File: config.mk
export PLATFORM = sky130hd
export DESIGN_NAME = mc_cdc_transmitter
export DESIGN_NICKNAME = d
export VERILOG_FILES = /design/src/rtl/mc_tx_pkg.sv /design/src/rtl/tx_fifo.sv /design/src/rtl/mc_cdc_transmitter.sv
export SDC_FILE = /design/constraint.sdc
export NUM_CORES = 1
export LEC_CHECK = 0
export BUFFER_PORTS_ARGS = -buffer_cell sky130_fd_sc_hd__clkbuf_2
export CELL_PAD_IN_SITES_DETAIL_PLACEMENT = 2
export CELL_PAD_IN_SITES_GLOBAL_PLACEMENT = 2
export CORE_ASPECT_RATIO = 1.1
export CORE_MARGIN = 4
export CORE_UTILIZATION = 30
export CTS_CLUSTER_SIZE = 40
export DETAILED_ROUTE_END_ITERATION = 8
export HOLD_SLACK_MARGIN = 0.08
export PLACE_DENSITY = 0.73
export REMOVE_ABC_BUFFERS = 1
export SLEW_MARGIN = 10
export SYNTH_ARGS = -nofsm -noshare
export SYNTH_HDL_FRONTEND = slang
export SYNTH_SLANG_ARGS = --single-unit
File: constraint.sdc
create_clock -name clk_syn -period 7.8 [get_ports clk_syn]
set_clock_uncertainty 0.2 [all_clocks]
set_input_delay 1.95 -clock clk_syn [delete_from_list [all_inputs] [get_ports clk_syn]]
set_output_delay 1.95 -clock clk_syn [all_outputs]
set_load 0.005 [all_outputs]
File: src/rtl/mc_tx_pkg.sv
// Shared types and width helpers for the multi-channel transmitter.
// Optional macro TX_PARITY_EN adds a stored even-parity bit to each entry.
package mc_tx_pkg;

    localparam int TX_DATA_LEN = 8;
    localparam int TX_CHANNELS = 4;

    // Channel-id width; a single channel still carries a 1-bit id.
    function automatic int ch_w(input int channels);
        return (channels > 1) ? $clog2(channels) : 1;
    endfunction

    localparam int TX_CH_W = ch_w(TX_CHANNELS);

    typedef struct packed {
        logic [TX_CH_W-1:0]     chan;
        logic [TX_DATA_LEN-1:0] data;
`ifdef TX_PARITY_EN
        logic                   parity;
`endif
    } tx_entry_t;

endpackage

File: src/rtl/tx_fifo.sv
// Synchronous FIFO with a registered head entry; pointers carry one extra
// wrap bit so full/empty come from the MSB compare.
module tx_fifo
    import mc_tx_pkg::*;
#(
    parameter type entry_t = tx_entry_t,
    parameter int  DEPTH   = 4
) (
    input  logic                       clk_syn,
    input  logic                       rst_target,
    input  logic                       push,
    input  entry_t                     din,
    input  logic                       pop,
    output entry_t                     dout,
    output logic                       dout_valid,
    output logic [$clog2(DEPTH+1)-1:0] level,
    output logic                       full,
    output logic                       empty
);

    localparam int AW = $clog2(DEPTH);

    logic [AW:0] wr_q, wr_d, rd_q, rd_d;
    entry_t      mem_q [DEPTH];
    entry_t      mem_d [DEPTH];
    entry_t      head_q, head_d;
    logic        valid_q, valid_d;
    logic        push_ok, pop_ok;

    assign empty   = (wr_q == rd_q);
    assign full    = (wr_q[AW] != rd_q[AW]) && (wr_q[AW-1:0] == rd_q[AW-1:0]);
    assign pop_ok  = pop & ~empty;
    assign push_ok = push & (~full | pop_ok);

    always_comb begin
        mem_d   = mem_q;
        wr_d    = wr_q + (AW+1)'(push_ok);
        rd_d    = rd_q + (AW+1)'(pop_ok);
        if (push_ok) mem_d[wr_q[AW-1:0]] = din;
        valid_d = (wr_d != rd_d);
        head_d  = '0;
        // When this push lands in the slot that becomes the head, bypass the array.
        if (valid_d) head_d = (push_ok && (wr_q == rd_d)) ? din : mem_q[rd_d[AW-1:0]];
    end

    always_ff @(posedge clk_syn or posedge rst_target) begin
        if (rst_target) begin
            wr_q    <= '0;
            rd_q    <= '0;
            head_q  <= '0;
            valid_q <= 1'b0;
            for (int i = 0; i < DEPTH; i++) mem_q[i] <= '0;
        end else begin
            wr_q    <= wr_d;
            rd_q    <= rd_d;
            head_q  <= head_d;
            valid_q <= valid_d;
            mem_q   <= mem_d;
        end
    end

    assign dout       = head_q;
    assign dout_valid = valid_q;
    assign level      = ($clog2(DEPTH+1))'(wr_q - rd_q);

endmodule

File: src/rtl/mc_cdc_transmitter.sv
// Round-robin multi-channel transmitter on clk_syn feeding a tagged FIFO.
// Optional macro TX_PARITY_EN adds the out_parity port.
module mc_cdc_transmitter
    import mc_tx_pkg::*;
#(
    parameter int DATA_LEN = TX_DATA_LEN,
    parameter int CHANNELS = TX_CHANNELS,
    parameter int DEPTH    = 4
) (
    input  logic                         clk_syn,
    input  logic                         rst_target,
    input  logic [CHANNELS*DATA_LEN-1:0] in_data,
    input  logic [CHANNELS-1:0]          in_valid,
    output logic [CHANNELS-1:0]          in_ready,
    output logic [DATA_LEN-1:0]          out_data,
    output logic [ch_w(CHANNELS)-1:0]    out_chan,
    output logic                         out_valid,
    input  logic                         out_ready,
    output logic [$clog2(DEPTH+1)-1:0]   level,
`ifdef TX_PARITY_EN
    output logic                         out_parity,
`endif
    output logic                         overflow
);

    localparam int CH_W = ch_w(CHANNELS);
    localparam int CW   = $clog2(DEPTH+1);

    typedef struct packed {
        logic [CH_W-1:0]     chan;
        logic [DATA_LEN-1:0] data;
`ifdef TX_PARITY_EN
        logic                parity;
`endif
    } entry_t;

    logic [CH_W-1:0] rr_q, rr_d, gidx;
    logic [CW-1:0]   blk_cnt_q, blk_cnt_d;
    logic            overflow_q, overflow_d;
    logic            found, space, pop, full, empty, blocked;
    int              c;
    entry_t          din, head;

    assign pop   = out_valid & out_ready;
    assign space = ~full | pop;

    // Rotating priority search starting at rr_q; reset also withholds grants.
    always_comb begin
        found = 1'b0;
        gidx  = '0;
        c     = 0;
        if (space && !rst_target) begin
            for (int k = 0; k < CHANNELS; k++) begin
                c = int'(rr_q) + k;
                if (c >= CHANNELS) c = c - CHANNELS;
                if (!found && in_valid[c]) begin
                    found = 1'b1;
                    gidx  = CH_W'(c);
                end
            end
        end
        in_ready = found ? (CHANNELS'(1) << gidx) : '0;
        rr_d     = rr_q;
        if (found) rr_d = (int'(gidx) == CHANNELS-1) ? '0 : gidx + CH_W'(1);
    end

    always_comb begin
        din      = '0;
        din.chan = gidx;
        din.data = in_data[int'(gidx)*DATA_LEN +: DATA_LEN];
`ifdef TX_PARITY_EN
        din.parity = ^din.data;
`endif
    end

    // Overflow watches for a source stalled by a full FIFO for DEPTH cycles.
    always_comb begin
        blocked    = (|in_valid) & ~space;
        blk_cnt_d  = '0;
        if (blocked) blk_cnt_d = (int'(blk_cnt_q) >= DEPTH) ? blk_cnt_q : blk_cnt_q + CW'(1);
        overflow_d = overflow_q | (blocked && (int'(blk_cnt_q) >= DEPTH-1));
    end

    always_ff @(posedge clk_syn or posedge rst_target) begin
        if (rst_target) begin
            rr_q       <= '0;
            blk_cnt_q  <= '0;
            overflow_q <= 1'b0;
        end else begin
            rr_q       <= rr_d;
            blk_cnt_q  <= blk_cnt_d;
            overflow_q <= overflow_d;
        end
    end

    tx_fifo #(
        .entry_t (entry_t),
        .DEPTH   (DEPTH)
    ) u_fifo (
        .clk_syn    (clk_syn),
        .rst_target (rst_target),
        .push       (found),
        .din        (din),
        .pop        (pop),
        .dout       (head),
        .dout_valid (out_valid),
        .level      (level),
        .full       (full),
        .empty      (empty)
    );

    assign out_data = head.data;
    assign out_chan = head.chan;
    assign overflow = overflow_q;
`ifdef TX_PARITY_EN
    assign out_parity = head.parity;
`endif

endmodule

==> summary.md <==
| Metric | Value |
|---|---|
| Worst Max-Slew Pin Slew | 1.05 ns |
| Setup slack after placement | between 1 and 1.5 ns |
| Slew HR | 0.297 |
| Seq/Total Area, Yosys | 0.424 |
| Avg Vias per Cell | between 5 and 6 |
| Max Slew Vio Count | 0 |
| Mapped Cells | between 300 and 400 |
| Initial core utilization | 0.307 |
| Post_cts resized | 0 |
| Reg2reg start | u_fifo.wr_q[0]$_DFF_PP0_ |
| Multi-input gate area | a little under 2000 um^2 |
| Run status | complete, no violations |
| F_max | between 0.15 and 0.2 GHz |
| First-pass GRT wire length | roughly 19000 um |
| Layout cells sized above 1 | 0.313 |
| CTS tree | yes |
| Placed Cells | around 520 |
| CP Max Fanout | 11 |
| CTS Buffer Depth | 2 |
| Cell Area, Synth | 3710 um^2 |
| Post-CTS setup buffer count | 0 |
| CTS clk-pin slew, worst paths | roughly 0.05 ns |
| GR Util All Layers | 0.167 |
| Post-DRT Antenna Nets | 0 |
| DRT Pass-1 Iters | 4 |
| Final hold violation count | 0 |
| Ys async rst share | 1.00 |
| Port Buf Inserts | 57 |
| Synth area leader | dfrtp_1 |
| # rows | 42 |
| Fill cell count | ~1.3k |
| Static Leak | approximately 2.0 nW |
| Post-synth top area share | 0.424 |
| Antenna violations before repair | 0 |
| Ranking of synthesized cells by area | dfrtp_1 42%, o31ai_1 8.1%, mux4_2 6.1%, nand2_1 4.7%, ha_1 4.0% |
| Critical Path Source | out_ready |
| Setup TNS | 0 ns |
| Final wirelength | about 11000 um |
| Final setup violation count | 0 |
| Syn_area_per_cell | around 11 um^2 |
| Worst EP arrival | 4.26 ns |
| Detailed placement HPWL | between 7000 and 8000 um |
| Root Buffer | clkbuf_16 |
| Critical path class | in2out |
| Via count | just under 3k |
| Prevailing post-synth register cell | dfrtp_1 |
| Met1 Use GR | 0.217 |
| Full die area | about 14000 um^2 |
| Power density cells | between 400 and 500 nW/um^2 |
| Worst skew pair latency | 0.33 ns |
| Tmin final | approximately 6.4 ns |
| Setup crit end kind | output pin |
| Register area | roughly 1600 um^2 |
| Io pins | between 50 and 60 |
| Core Box Area | between 10000 and 15000 um^2 |
| Die height | between 100 and 150 um |
| Seq cells post-synth | 63 |
| Ant diodes | 0 |
| WL/cell | about 21 um |
| HP Start | u_fifo.mem_q[22]$_DFFE_PP0P_ |
| Sink Count | 63 |
| Max-cap violations | 0 |
| H-tree Lvls | 3 |
| PnR worst setup slack | approximately 1.4 ns |
| Layer with the highest usage | met2 |
| Hold path depth | 2 |
| Grt ovf | 0 |
| Largest net degree at the start of global routing | 34 |
| CP required | 5.65 ns |
| Fin crit share | 0.822 |
| Clock buffer count from CTS | 9 |
| Synth warn | 0 |
| Vias in the first global route | roughly 3.4k |
| Unrepaired setup endpoints after global routing | false |
| Netlist cell types | 42 |
| Fin util | 0.366 |
| Area grow syn2layout | 19.2% |
| Met2 Track Usage GR | 0.282 |
| Final Non-Filler Cells | 538 |
| R2R cell count | 14 |
| Startpoint types | input pin |
| Initial DRC count | 126 |
| EDFF count, synth | 0 |
| Hold Path Class | reg2reg |
| RePlAce Congestion | around 0.7 |
| Chip Width | between 100 and 150 um |
| Peak VDD IR | about 140 uV |
| Nets | 431 |
| Residual DRC | 0 |
| # hold bufs at CTS | 0 |
| Met3 Use GR | 0.0204 |
## where the power goes
| group | leakage [nW] | internal, W | switching [W] |
|---|---|---|---|
| Combinational | 1.04 | 0.000430 | 0.000600 |
| Clock | 0.156 | 0.000272 | 0.000142 |
| Sequential | 0.791 | 0.000479 | 0.0000901 |
## cells in the final DEF (no fill, tap or decap), types with 2 or more instances in the layout
cell       count
a2111oi_2      9
a21oi_1        2
a221oi_2       4
nand2b_1       3
o31ai_1       40
clkbuf_2      57
xor2_1         6
clkinv_2       2
inv_1         26
clkbuf_8       3
mux2i_1        4
mux4_2        10
xnor2_1        6
clkbuf_16      9
a221oi_4       4
and3_1         4
dfrtp_1       63
ha_1          12
buf_4          5
a2111oi_0     10
nand4_1        6
o21ai_0        8
nand3_1        9
nand2_1       47
a2111oi_4      5
nor2_1        10
## routing by layer
layer,share of wire,up-vias
met5,0,-
met4,0.018,0
met3,0.029,13
met2,0.51,52
met1,0.45,1516
li1,-,1330
## Yosys cell counts (all sizes together), types with 6 or more instances
| master | number |
|---|---|
| a2111oi | 24 |
| a221oi | 8 |
| buf | 10 |
| clkbuf | 14 |
| dfrtp | 63 |
| ha | 12 |
| inv | 27 |
| mux4 | 10 |
| nand2 | 47 |
| nand3 | 9 |
| nand4 | 6 |
| nor2 | 10 |
| o21ai | 8 |
| o31ai | 40 |
| xnor2 | 6 |
| xor2 | 6 |
## per-stage QoR
step                      hold slack, ns  cell area (um^2)  power, W
after floorplan                    0.243              3600   0.00127
after global placement             0.254              4120   0.00156
after detailed placement           0.266              4120   0.00162
after CTS                          0.278              4430   0.00204
after global routing               0.310              4430   0.00217
final                              0.275              4430   0.00201
## cells by family (layout without fill, tap and decap cells)
kind of cell | count (synthesis) | after routing | share of synthesized area
compound gates | 93 | 93 | 0.267
simple gates | 84 | 84 | 0.104
flops | 63 | 63 | 0.424
buf+inv | 51 | 105 | 0.0589
mux | 14 | 14 | 0.0714
fa+ha+maj | 13 | 13 | 0.0458
xor+xnor | 12 | 12 | 0.0283
## sequential cells by signal, indices dropped and copies added, names as in the netlist
register           flops
overflow               1
rr_q                   2
u_fifo.mem_q          40
u_fifo.rd_q            3
u_fifo.dout_valid      1
u_fifo.dout           10
u_fifo.wr_q            3
blk_cnt_q              3
## layout make-up
class | count | area share
tap | 154 | 0.0435
clock inverter | 3 | 0.00904
clock buffer | 13 | 0.0610
inverter | 27 | 0.0229
sequential | 63 | 0.356
timing repair buffer | 62 | 0.0729
multi-input combinational | 216 | 0.435
## final timing paths
kind | to | slack (ns)
worst min-delay path | u_fifo.mem_q[22]$_DFFE_PP0P_ | 0.27
max in group asynchronous | u_fifo.dout[6]$_DFF_PP0_ | 4.97
worst min register to register | u_fifo.mem_q[22]$_DFFE_PP0P_ | 0.27
worst max-delay path | in_ready[2] | 1.39
min in group asynchronous | blk_cnt_q[2]$_DFFE_PP0P_ | 1.54
worst max register to register | u_fifo.dout[1]$_DFF_PP0_ | 2.53
## worst max-delay path, cell delays in order
cell	delay (ns)
clkbuf_2	0.08
nand2_1	0.10
a31oi_2	0.47
nand2_1	0.63
nor2_1	0.45
inv_1	0.12
ha_1	0.20
and3_1	0.14
clkbuf_2	0.11
No activity file was read; power rests on OpenSTA's default activity.
